File: config.mk
export PLATFORM = sky130hd
export DESIGN_NAME = hazard_ctrl_mc
export DESIGN_NICKNAME = d
export VERILOG_FILES = /design/src/rtl/hazard_ctrl_mc.sv
export SDC_FILE = /design/constraint.sdc
export NUM_CORES = 1
export LEC_CHECK = 0
export ABC_AREA = 0
export CAP_MARGIN = 5
export CELL_PAD_IN_SITES_DETAIL_PLACEMENT = 1
export CELL_PAD_IN_SITES_GLOBAL_PLACEMENT = 1
export CORE_UTILIZATION = 33
export CTS_CLUSTER_SIZE = 12
export DETAILED_ROUTE_END_ITERATION = 10
export GPL_TIMING_DRIVEN = 0
export PLACE_DENSITY_LB_ADDON = 0.1
export SETUP_SLACK_MARGIN = 0.5
export SLEW_MARGIN = 40
export SYNTH_ARGS = -nofsm -noshare
export SYNTH_HDL_FRONTEND = slang
export SYNTH_SLANG_ARGS = --single-unit
File: constraint.sdc
create_clock -name clk -period 5.4 [get_ports clk]
set_input_delay 1.62 -clock clk [delete_from_list [all_inputs] [get_ports clk]]
set_output_delay 1.62 -clock clk [all_outputs]
set_load 0.1 [all_outputs]
File: src/rtl/hazard_ctrl_mc.sv
// Hazard/forwarding controller with multicycle E-stage scoreboard, memory-wait freeze
// and saturating stall/flush counters; all control outputs are combinational.
module hazard_ctrl_mc #(
   parameter int REG_AW   = 5,
   parameter int MC_LAT_W = 6,
   parameter int CNT_W    = 16
) (
   input  logic                clk,
   input  logic                rst_i,
   input  logic [REG_AW-1:0]   rs1_d_i,
   input  logic [REG_AW-1:0]   rs2_d_i,
   input  logic                rs1_use_d_i,
   input  logic                rs2_use_d_i,
   input  logic [REG_AW-1:0]   rs1_e_i,
   input  logic [REG_AW-1:0]   rs2_e_i,
   input  logic [REG_AW-1:0]   rd_e_i,
   input  logic                we_e_i,
   input  logic                load_e_i,
   input  logic                mc_start_e_i,
   input  logic [MC_LAT_W-1:0] mc_lat_e_i,
   input  logic [REG_AW-1:0]   rd_m_i,
   input  logic [REG_AW-1:0]   rd_w_i,
   input  logic                we_m_i,
   input  logic                we_w_i,
   input  logic                pcsrc_e_i,
   input  logic                mem_wait_i,
   output logic                stall_f_o,
   output logic                stall_d_o,
   output logic                stall_e_o,
   output logic                stall_m_o,
   output logic                flush_d_o,
   output logic                flush_e_o,
   output logic                bubble_m_o,
   output logic [1:0]          fwd_a_e_o,
   output logic [1:0]          fwd_b_e_o,
   output logic                mc_busy_o,
   output logic                mc_done_o,
   output logic [CNT_W-1:0]    stall_cnt_o,
   output logic [CNT_W-1:0]    flush_cnt_o
);

   typedef enum logic {IDLE, MC_RUN} state_t;

   state_t              state, state_nxt;
   logic [MC_LAT_W-1:0] cnt, cnt_nxt;
   logic [CNT_W-1:0]    stall_cnt, flush_cnt;
   logic                mc_long, mc_hold, mc_done, lw_stall;

   // M-stage result is newer than W, so it wins on a double match.
   function automatic logic [1:0] fwd_sel(input logic [REG_AW-1:0] rs,
                                          input logic [REG_AW-1:0] rd_m,
                                          input logic              we_m,
                                          input logic [REG_AW-1:0] rd_w,
                                          input logic              we_w);
      logic [1:0] sel;
      sel = 2'b00;
      if (we_m && (rd_m != '0) && (rd_m == rs))
         sel = 2'b10;
      else if (we_w && (rd_w != '0) && (rd_w == rs))
         sel = 2'b01;
      return sel;
   endfunction

   assign mc_long  = mc_start_e_i && (mc_lat_e_i >= MC_LAT_W'(2));
   assign lw_stall = load_e_i && we_e_i && (rd_e_i != '0) &&
                     ((rs1_use_d_i && (rs1_d_i == rd_e_i)) ||
                      (rs2_use_d_i && (rs2_d_i == rd_e_i)));

   always_comb begin
      state_nxt = state;
      cnt_nxt   = cnt;
      mc_hold   = 1'b0;
      mc_done   = 1'b0;
      case (state)
         IDLE: begin
            mc_hold = mc_long;
            if (mc_long && !mem_wait_i) begin
               state_nxt = MC_RUN;
               cnt_nxt   = mc_lat_e_i - MC_LAT_W'(1);
            end
         end
         MC_RUN: begin
            // cnt counts remaining E cycles; a frozen cycle leaves it untouched.
            mc_hold = (cnt != MC_LAT_W'(1));
            if (!mem_wait_i) begin
               cnt_nxt = cnt - MC_LAT_W'(1);
               if (cnt == MC_LAT_W'(1)) begin
                  mc_done   = 1'b1;
                  state_nxt = IDLE;
               end
            end
         end
         default: begin
            state_nxt = IDLE;
            cnt_nxt   = '0;
         end
      endcase
   end

   always_comb begin
      stall_f_o  = 1'b0;
      stall_d_o  = 1'b0;
      stall_e_o  = 1'b0;
      stall_m_o  = 1'b0;
      flush_d_o  = 1'b0;
      flush_e_o  = 1'b0;
      bubble_m_o = 1'b0;
      fwd_a_e_o  = 2'b00;
      fwd_b_e_o  = 2'b00;
      mc_busy_o  = 1'b0;
      mc_done_o  = 1'b0;
      if (!rst_i) begin
         fwd_a_e_o = fwd_sel(rs1_e_i, rd_m_i, we_m_i, rd_w_i, we_w_i);
         fwd_b_e_o = fwd_sel(rs2_e_i, rd_m_i, we_m_i, rd_w_i, we_w_i);
         mc_busy_o = mc_hold;
         mc_done_o = mc_done;
         if (mem_wait_i) begin
            stall_f_o = 1'b1;
            stall_d_o = 1'b1;
            stall_e_o = 1'b1;
            stall_m_o = 1'b1;
            mc_done_o = 1'b0;
         end else if (mc_hold) begin
            stall_f_o  = 1'b1;
            stall_d_o  = 1'b1;
            stall_e_o  = 1'b1;
            bubble_m_o = 1'b1;
         end else if (pcsrc_e_i) begin
            flush_d_o = 1'b1;
            flush_e_o = 1'b1;
         end else if (lw_stall) begin
            stall_f_o = 1'b1;
            stall_d_o = 1'b1;
            flush_e_o = 1'b1;
         end
      end
   end

   always_ff @(posedge clk) begin
      if (rst_i) begin
         state     <= IDLE;
         cnt       <= '0;
         stall_cnt <= '0;
         flush_cnt <= '0;
      end else begin
         state <= state_nxt;
         cnt   <= cnt_nxt;
         if (stall_f_o && (stall_cnt != '1))
            stall_cnt <= stall_cnt + CNT_W'(1);
         if (flush_e_o && (flush_cnt != '1))
            flush_cnt <= flush_cnt + CNT_W'(1);
      end
   end

   assign stall_cnt_o = rst_i ? '0 : stall_cnt;
   assign flush_cnt_o = rst_i ? '0 : flush_cnt;

endmodule
==> results of run 1 <==
-- synth_stat cells (all sizes together), types with 2 or more instances --
library cell / instances / area, um2
clkbuf: 14 / 52.6
and2: 5 / 31.3
mux2i: 2 / 20.0
nand4: 11 / 68.8
dfxtp: 39 / 781
a21o: 2 / 15.0
xnor2: 23 / 201
a21oi: 14 / 70.1
o31ai: 8 / 60.1
nor4: 7 / 43.8
nor3: 14 / 70.1
inv: 15 / 56.3
a211oi: 3 / 22.5
nand2b: 3 / 18.8
o22ai: 3 / 18.8
mux2: 19 / 214
o21ai: 11 / 55.1
or4: 10 / 75.1
nor2b: 27 / 169
xor2: 11 / 96.3
nand3: 16 / 80.1
ha: 6 / 75.1
nor2: 38 / 143
buf: 4 / 31.3
a22oi: 2 / 15.0
nand2: 25 / 93.8
or3: 7 / 43.8
and3: 6 / 37.5
-- routing by layer --
metal / GRT usage (%) / share of wire [%] / up-vias
met1: 26.6 / 43 / 1476
met5: 0 / 0 / -
li1: - / - / 1506
met4: 3.21 / 0.68 / 0
met2: 42.6 / 52 / 83
met3: 3.96 / 4.6 / 7
-- how the worst max path moves through the flow --
stage / start / slack, ns / depth (start not counted) / end
after global routing: mc_lat_e_i[4] / 0.41 / 7 / flush_e_o
after CTS: mc_lat_e_i[4] / 0.42 / 7 / flush_e_o
after floorplan: mc_lat_e_i[2] / -0.43 / 5 / flush_e_o
final: mc_lat_e_i[4] / 0.44 / 7 / flush_e_o
after global placement: rst_i / -1.52 / 8 / stall_f_o
after detailed placement: rst_i / -0.91 / 8 / stall_f_o
-- cell type report --
type / instances / share of cell area [%]
plain buffers: 18 / 3.19
inverters: 15 / 1.51
clock inverters: 2 / 0.813
multi-input cells: 286 / 49.9
clock buffers: 6 / 1.92
well taps: 105 / 3.05
repair buffers: 109 / 21.5
flip-flops and latches: 39 / 18.1
-- kinds of logic (layout without fill, tap and decap cells) --
| kind of cell | after synthesis | after routing | synth area share [%] |
|---|---|---|---|
| DFF | 39 | 39 | 27.8 |
| buffers and inverters | 33 | 150 | 5.00 |
| and+or+nand+nor | 172 | 172 | 32.3 |
| xor gates and xnor gates | 34 | 34 | 10.6 |
| muxes | 21 | 21 | 8.34 |
| adders and majority gates | 6 | 6 | 2.68 |
| AOI/OAI and AO/OA | 53 | 53 | 13.3 |
-- registers in the layout, summed over array words and instances, names as in the netlist --
name / flops
state: 1
stall_cnt: 16
flush_cnt: 16
cnt: 6
-- per-stage QoR --
step	hold slack [ns]	std cells	total power [mW]	area [um2]	TNS (ns)
2_1_floorplan	0.446	358	0.430	3030	-0.428
3_3_place_gp	0.476	559	0.507	4120	-29.95
3_5_place_dp	0.492	559	0.508	3900	-9.85
4_1_cts	0.502	579	0.787	4260	0
5_1_grt	0.534	580	0.820	4310	0
6_report	0.500	580	0.784	4310	0
-- cell usage in the layout (no fill, tap or decap), types with 10 or more instances in the layout --
| cell | instances |
|---|---|
| sky130_fd_sc_hd__nor3_1 | 12 |
| sky130_fd_sc_hd__xnor2_1 | 23 |
| sky130_fd_sc_hd__nand2_1 | 25 |
| sky130_fd_sc_hd__mux2_2 | 19 |
| sky130_fd_sc_hd__nor2b_2 | 20 |
| sky130_fd_sc_hd__dlygate4sd2_1 | 16 |
| sky130_fd_sc_hd__buf_4 | 24 |
| sky130_fd_sc_hd__dfxtp_1 | 39 |
| sky130_fd_sc_hd__buf_2 | 30 |
| sky130_fd_sc_hd__xor2_1 | 11 |
| sky130_fd_sc_hd__inv_1 | 13 |
| sky130_fd_sc_hd__a21oi_1 | 13 |
| sky130_fd_sc_hd__clkdlybuf4s50_1 | 22 |
| sky130_fd_sc_hd__buf_6 | 10 |
| sky130_fd_sc_hd__nand4_1 | 11 |
| sky130_fd_sc_hd__nand3_1 | 16 |
| sky130_fd_sc_hd__nor2_1 | 28 |
-- report_power, final --
part	switching [mW]	internal [mW]
Clock	0.113	0.150
Combinational	0.128	0.0935
Sequential	0.00566	0.293
Total	0.247	0.537
-- critical path, stage by stage --
cell and delay [ns]:
sky130_fd_sc_hd__buf_6 0.10, sky130_fd_sc_hd__or4_4 0.53, sky130_fd_sc_hd__o22a_4 0.23, sky130_fd_sc_hd__a2111oi_4 0.42, sky130_fd_sc_hd__a41oi_4 0.10, sky130_fd_sc_hd__clkinvlp_4 0.15, sky130_fd_sc_hd__buf_12 0.18
-- repair_timing --
item / CTS / global route
buffers inserted: 12 / 1
resized for setup: 111 / 12
setup endpoints to repair: 40 / 6
pin swaps: 14 / 13
==> impl_metrics.prom, run 1 <==
# TYPE chip_impl_metric gauge
chip_impl_metric{name="finalHoldViolCount",unit=""} 0
chip_impl_metric{name="firstDrtPassIters",unit=""} 4
chip_impl_metric{name="clock_insertion_delay_worst_skew",unit="ns"} 0.30
chip_impl_metric{name="hold-path-cell-count",unit=""} 1
chip_impl_metric{name="max_freq",unit="MHz"} 202
chip_impl_info{name="run_status",value="finished, final reports clean"} 1
chip_impl_info{name="setup.worst_path.end_class",value="output pin"} 1
chip_impl_metric{name="grt_antenna_before_repair",unit=""} 0
chip_impl_metric{name="clock_sink_total",unit=""} 39
chip_impl_metric{name="row_count",unit=""} 33
chip_impl_metric{name="cts_hold_fix_bufs",unit=""} 0
chip_impl_metric{name="dieHeight",unit="um"} 94.2
chip_impl_info{name="hold_end",value="stall_cnt[4]"} 1
chip_impl_info{name="worst_hold_path_type",value="reg2reg"} 1
chip_impl_metric{name="hpwl",unit="mm"} 7.20
chip_impl_info{name="worstSetupStartpointType",value="input port"} 1
chip_impl_metric{name="critPathArrivalTime",unit="ns"} 3.34
chip_impl_info{name="unrepaired_setup_endpoints_after_global_routing",value="true"} 1
chip_impl_metric{name="grt_max_degree",unit=""} 13
chip_impl_metric{name="detail_route.wirelength",unit="mm"} 9.66
chip_impl_metric{name="r2r_setup_slack",unit="ns"} 2.28
chip_impl_metric{name="synth_nets",unit=""} 416
chip_impl_metric{name="layout.filler_cells",unit=""} 995
chip_impl_metric{name="synth.ff_latch_count",unit=""} 39
chip_impl_metric{name="drt.antenna.violating_nets",unit=""} 0
chip_impl_metric{name="tritoncts.num_buffers",unit=""} 5
chip_impl_metric{name="final-setup-viol-count",unit=""} 0
chip_impl_metric{name="synth_edf_count",unit=""} 0
chip_impl_metric{name="finalClockSkew",unit="ns"} 0.00852
chip_impl_metric{name="antenna-diode-count",unit=""} 0
chip_impl_metric{name="p_per_area",unit="nW/um2"} 182
chip_impl_info{name="main_synth_ff_type",value="sky130_fd_sc_hd__dfxtp_1"} 1
chip_impl_info{name="cts_root_buffer",value="sky130_fd_sc_hd__clkbuf_8"} 1
chip_impl_metric{name="grt_first_pass_wirelength",unit="mm"} 15.6
chip_impl_metric{name="die-area",unit="um2"} 8870
chip_impl_metric{name="worstMarginPinSlew",unit="ns"} 0.632
chip_impl_metric{name="syn_area_per_cell",unit="um2"} 7.83
chip_impl_metric{name="synthArstFlopShare",unit="%"} 0
chip_impl_metric{name="place_congestion",unit=""} 0.831
chip_impl_metric{name="detail_route.drc_violations",unit=""} 0
chip_impl_metric{name="period_minus_slack",unit="ns"} 4.96
chip_impl_info{name="critical_path.reg2reg.startpoint",value="state"} 1
chip_impl_metric{name="syn2layout_area_growth",unit="%"} 53.6
chip_impl_metric{name="nets",unit=""} 532
chip_impl_info{name="tritoncts",value="done"} 1
chip_impl_metric{name="via_count_of_the_first_global_routing_pass",unit=""} 3200
chip_impl_metric{name="syn-cell-area",unit="um2"} 2800
chip_impl_metric{name="floorplan.core_area",unit="um2"} 8220
chip_impl_metric{name="max_vdd_drop",unit="mV"} 0.0812
chip_impl_metric{name="layout-drive-gt1-share",unit="%"} 33.5
chip_impl_info{name="hp-start",value="stall_cnt[4]"} 1
chip_impl_metric{name="static_leak",unit="nW"} 1.68
chip_impl_metric{name="clkSlewWorstSetupHoldPaths",unit="ns"} 0.08
chip_impl_metric{name="drt_iter0_markers",unit=""} 80
chip_impl_metric{name="fin_ws",unit="ns"} 0.443
chip_impl_metric{name="chipWidth",unit="um"} 94.2
chip_impl_metric{name="initial_core_utilization",unit="%"} 34.1
chip_impl_metric{name="grt_usage",unit="%"} 22.5
chip_impl_metric{name="timing.critical_path.fanout_max",unit=""} 4
chip_impl_metric{name="placement.io_buffers",unit=""} 96
chip_impl_metric{name="maxCapViolations",unit=""} 0
chip_impl_metric{name="worst_slew_margin_rel",unit="%"} 57.8
chip_impl_metric{name="worst_slack_at_placement",unit="ns"} -0.910
chip_impl_metric{name="postSynthCellCount",unit=""} 358
chip_impl_metric{name="synth.lib_cells_used.distinct",unit=""} 43
chip_impl_info{name="r2r-end",value="flush_cnt[10]"} 1
chip_impl_metric{name="final_core_utilization",unit="%"} 52.4
chip_impl_metric{name="critPathRequiredTime",unit="ns"} 3.78
chip_impl_metric{name="post_drt_via_cell_ratio",unit=""} 5.30
chip_impl_metric{name="multiInputGateArea",unit="um2"} 2150
chip_impl_metric{name="synth_seq_area_share",unit="%"} 27.8
chip_impl_metric{name="post_drt_wl_per_cell",unit="um"} 16.7
chip_impl_metric{name="htreeDepth",unit=""} 2
chip_impl_info{name="crit_path_category",value="in2out"} 1
chip_impl_metric{name="r2r_cells",unit=""} 8
chip_impl_metric{name="seq_area",unit="um2"} 781
chip_impl_metric{name="vias",unit=""} 3072
chip_impl_metric{name="final_max_slew_viol_count",unit=""} 0
chip_impl_metric{name="global_route.overflow_total",unit=""} 0
chip_impl_metric{name="synthesis.yosys.warnings",unit=""} 0
chip_impl_metric{name="clockBufferDepth",unit=""} 2
chip_impl_metric{name="top_level_ports",unit=""} 97
chip_impl_metric{name="period_share",unit="%"} 91.8
Note: power is estimated with default switching activity, not from simulation.
==> run 2: changes to the inputs <==
- ABC_AREA: 0 -> not set
- SETUP_SLACK_MARGIN: 0.5 -> 0.1
==> run 2 against run 1 <==
Net effect: count of clock-buffer cells in the layout decreased by 1; via count decreased by 1.8%; sequential share of layout area increased by 1.1 points; critical path depth decreased by 1; sequential power about the same; register-to-register slack improved by 0.08 ns; setup slack got worse by 0.30 ns; hold slack got worse by 0.0063 ns; highest routed layer unchanged.
==> impl_metrics.prom, run 2 (synthesis results as in run 1) <==
# TYPE chip_impl_metric gauge
chip_impl_info{name="run_status",value="finished, final reports clean"} 1
chip_impl_metric{name="critPathRequiredTime",unit="ns"} 3.78
chip_impl_metric{name="max_freq",unit="MHz"} 190
chip_impl_info{name="final_cell_mix",value="sky130_fd_sc_hd__clkdlybuf4s50_1 (42), sky130_fd_sc_hd__dfxtp_1 (39), sky130_fd_sc_hd__buf_2 (36)"} 1
chip_impl_metric{name="firstDrtPassIters",unit=""} 4
chip_impl_info{name="hp-start",value="stall_cnt[4]"} 1
chip_impl_metric{name="detailed_place.area",unit="um2"} 3770
chip_impl_metric{name="period_minus_slack",unit="ns"} 5.26
chip_impl_metric{name="grt_antenna_before_repair",unit=""} 0
chip_impl_metric{name="grt_first_pass_wirelength",unit="mm"} 14.7
chip_impl_info{name="setup.worst_path.end_class",value="output pin"} 1
chip_impl_metric{name="nets",unit=""} 527
chip_impl_info{name="crit_path_category",value="in2out"} 1
chip_impl_info{name="unrepaired_setup_endpoints_after_global_routing",value="false"} 1
chip_impl_metric{name="placement.io_buffers",unit=""} 96
chip_impl_info{name="worstSetupStartpointType",value="input port"} 1
chip_impl_info{name="worst_hold_path_type",value="reg2reg"} 1
chip_impl_metric{name="place_congestion",unit=""} 0.783
chip_impl_metric{name="row_count",unit=""} 33
chip_impl_info{name="r2r-end",value="flush_cnt[10]"} 1
chip_impl_metric{name="htreeDepth",unit=""} 2
chip_impl_metric{name="drt.antenna.violating_nets",unit=""} 0
chip_impl_metric{name="chipWidth",unit="um"} 94.2
chip_impl_metric{name="maxCapViolations",unit=""} 0
chip_impl_info{name="cts_root_buffer",value="sky130_fd_sc_hd__clkbuf_8"} 1
chip_impl_metric{name="p_per_area",unit="nW/um2"} 185
chip_impl_metric{name="global_route.overflow_total",unit=""} 0
chip_impl_metric{name="post_drt_via_cell_ratio",unit=""} 5.25
chip_impl_metric{name="floorplan.core_area",unit="um2"} 8220
chip_impl_info{name="largest_registers",value="flush_cnt: 16 flops, stall_cnt: 16 flops, cnt: 6 flops"} 1
chip_impl_metric{name="grt_usage",unit="%"} 21.1
chip_impl_metric{name="hold-path-cell-count",unit=""} 1
chip_impl_metric{name="syn2layout_area_growth",unit="%"} 45.2
chip_impl_metric{name="via_count_of_the_first_global_routing_pass",unit=""} 3115
chip_impl_metric{name="die-area",unit="um2"} 8870
chip_impl_metric{name="detail_route.drc_violations",unit=""} 0
chip_impl_metric{name="static_leak",unit="nW"} 1.60
chip_impl_metric{name="layout.filler_cells",unit=""} 1027
chip_impl_metric{name="clock_sink_total",unit=""} 39
chip_impl_metric{name="timing.critical_path.fanout_max",unit=""} 4
chip_impl_info{name="hold_end",value="stall_cnt[4]"} 1
chip_impl_info{name="final_common_cell",value="sky130_fd_sc_hd__clkdlybuf4s50_1"} 1
chip_impl_metric{name="clockBufferDepth",unit=""} 2
chip_impl_metric{name="final-setup-viol-count",unit=""} 0
chip_impl_metric{name="period_share",unit="%"} 97.4
chip_impl_info{name="tritoncts",value="done"} 1
chip_impl_metric{name="antenna-diode-count",unit=""} 0
chip_impl_metric{name="vias",unit=""} 3016
chip_impl_metric{name="worst_slew_margin_rel",unit="%"} 57.1
chip_impl_metric{name="clock_insertion_delay_worst_skew",unit="ns"} 0.30
chip_impl_metric{name="finalInstanceArea",unit="um2"} 4070
chip_impl_metric{name="finalClockSkew",unit="ns"} 0.0127
chip_impl_metric{name="hpwl",unit="mm"} 6.97
chip_impl_metric{name="max_vdd_drop",unit="mV"} 0.114
chip_impl_metric{name="drt_iter0_markers",unit=""} 59
chip_impl_metric{name="post_drt_wl_per_cell",unit="um"} 15.9
chip_impl_metric{name="detail_route.wirelength",unit="mm"} 9.14
chip_impl_metric{name="initial_core_utilization",unit="%"} 34.1
chip_impl_metric{name="cts_hold_fix_bufs",unit=""} 0
chip_impl_metric{name="dieHeight",unit="um"} 94.2
chip_impl_metric{name="r2r_setup_slack",unit="ns"} 2.36
chip_impl_metric{name="top_level_ports",unit=""} 97
chip_impl_metric{name="tritoncts.num_buffers",unit=""} 5
chip_impl_info{name="critical_path.reg2reg.startpoint",value="state"} 1
chip_impl_metric{name="critPathArrivalTime",unit="ns"} 3.64
chip_impl_metric{name="grt_max_degree",unit=""} 20
chip_impl_metric{name="clkSlewWorstSetupHoldPaths",unit="ns"} 0.08
chip_impl_metric{name="r2r_cells",unit=""} 9
chip_impl_metric{name="finalHoldViolCount",unit=""} 0
chip_impl_metric{name="worstMarginPinSlew",unit="ns"} 0.643
chip_impl_metric{name="hold-worst-slack",unit="ns"} 0.494
chip_impl_metric{name="layout-drive-gt1-share",unit="%"} 24.3
chip_impl_metric{name="final_max_slew_viol_count",unit=""} 0
## run 2: changes by cell type in the layout (fill, tap and decap cells not counted), moves of 3 or more
cell	change
sky130_fd_sc_hd__buf_6	-5
sky130_fd_sc_hd__clkdlybuf4s50_1	+20
sky130_fd_sc_hd__nor2_1	+5
sky130_fd_sc_hd__buf_2	+6
sky130_fd_sc_hd__or4_4	-3
sky130_fd_sc_hd__buf_12	-4
sky130_fd_sc_hd__nor2_2	-5
sky130_fd_sc_hd__nor2b_2	-20
sky130_fd_sc_hd__nor2b_1	+20
sky130_fd_sc_hd__buf_4	-9
sky130_fd_sc_hd__or4_1	+3
sky130_fd_sc_hd__dlygate4sd2_1	-12
## run 2: cell type report
type	count	area, um2	area share, %
sequential	39	781	19.2
clock buffer	5	68.8	1.69
buffer	17	104	2.55
tap	105	131	3.23
timing repair buffer	105	857	21.1
inverter	15	60.1	1.48
clock inverter	2	37.5	0.922
multi-input combinational	286	2030	49.9
## run 2: routing by layer
metal,wire (um),up-vias,part of all wire (%),track usage (%)
li1,-,1488,-,-
met3,352,11,3.9,3.07
met5,0,-,0,0
met4,114,0,1.2,5.13
met2,4460,66,49,38.1
met1,4210,1451,46,25.8
## run 2: how the worst max path moves through the flow
stage	from	to	cells after the start
3_5_place_dp	rst_i	stall_f_o	8
4_1_cts	rd_e_i[0]	stall_f_o	9
2_1_floorplan	mc_lat_e_i[0]	flush_e_o	7
5_1_grt	rd_m_i[2]	fwd_a_e_o[0]	6
3_3_place_gp	rst_i	stall_f_o	8
6_report	rd_m_i[2]	fwd_a_e_o[0]	6
## run 2: what timing repair did
| action | in CTS | in global routing |
|---|---|---|
| setup buffers | 6 | 3 |
| setup endpoints to repair | 22 | 4 |
| pin swaps | 3 | 3 |
| resized for setup | 40 | 10 |
## run 2: metrics by stage
stage / setup WS [ns] / power, mW / utilization (%) / setup TNS, ns / cells
after floorplan: -0.473 / 0.422 / - / -0.822 / 358
after global placement: -1.62 / 0.498 / 48.5 / -36.61 / 559
after detailed placement: -0.938 / 0.498 / 45.9 / -11.16 / 559
after CTS: 0.0795 / 0.756 / 49.0 / 0 / 571
after global routing: 0.0732 / 0.784 / 49.5 / 0 / 574
final: 0.141 / 0.753 / 49.5 / 0 / 574
## run 2: critical path, cell delays in order
cell,delay [ns]
sky130_fd_sc_hd__clkdlybuf4s50_1,0.50
sky130_fd_sc_hd__or4_1,0.61
sky130_fd_sc_hd__o21ai_4,0.24
sky130_fd_sc_hd__nor3_1,0.12
sky130_fd_sc_hd__nor4_4,0.29
sky130_fd_sc_hd__buf_6,0.26
## run 2: report_power, final
group | switching (mW) | internal [mW] | leakage, nW
Clock | 0.113 | 0.135 | 0.0502
Sequential | 0.00591 | 0.293 | 0.316
Combinational | 0.119 | 0.0863 | 1.23
Total | 0.238 | 0.515 | 1.60
==> run 3: changes to the inputs <==
- HOLD_SLACK_MARGIN: not set -> 0.12
==> results of run 3 <==
Same layout as run 2: the final DEF is identical, and so are final timing and power.
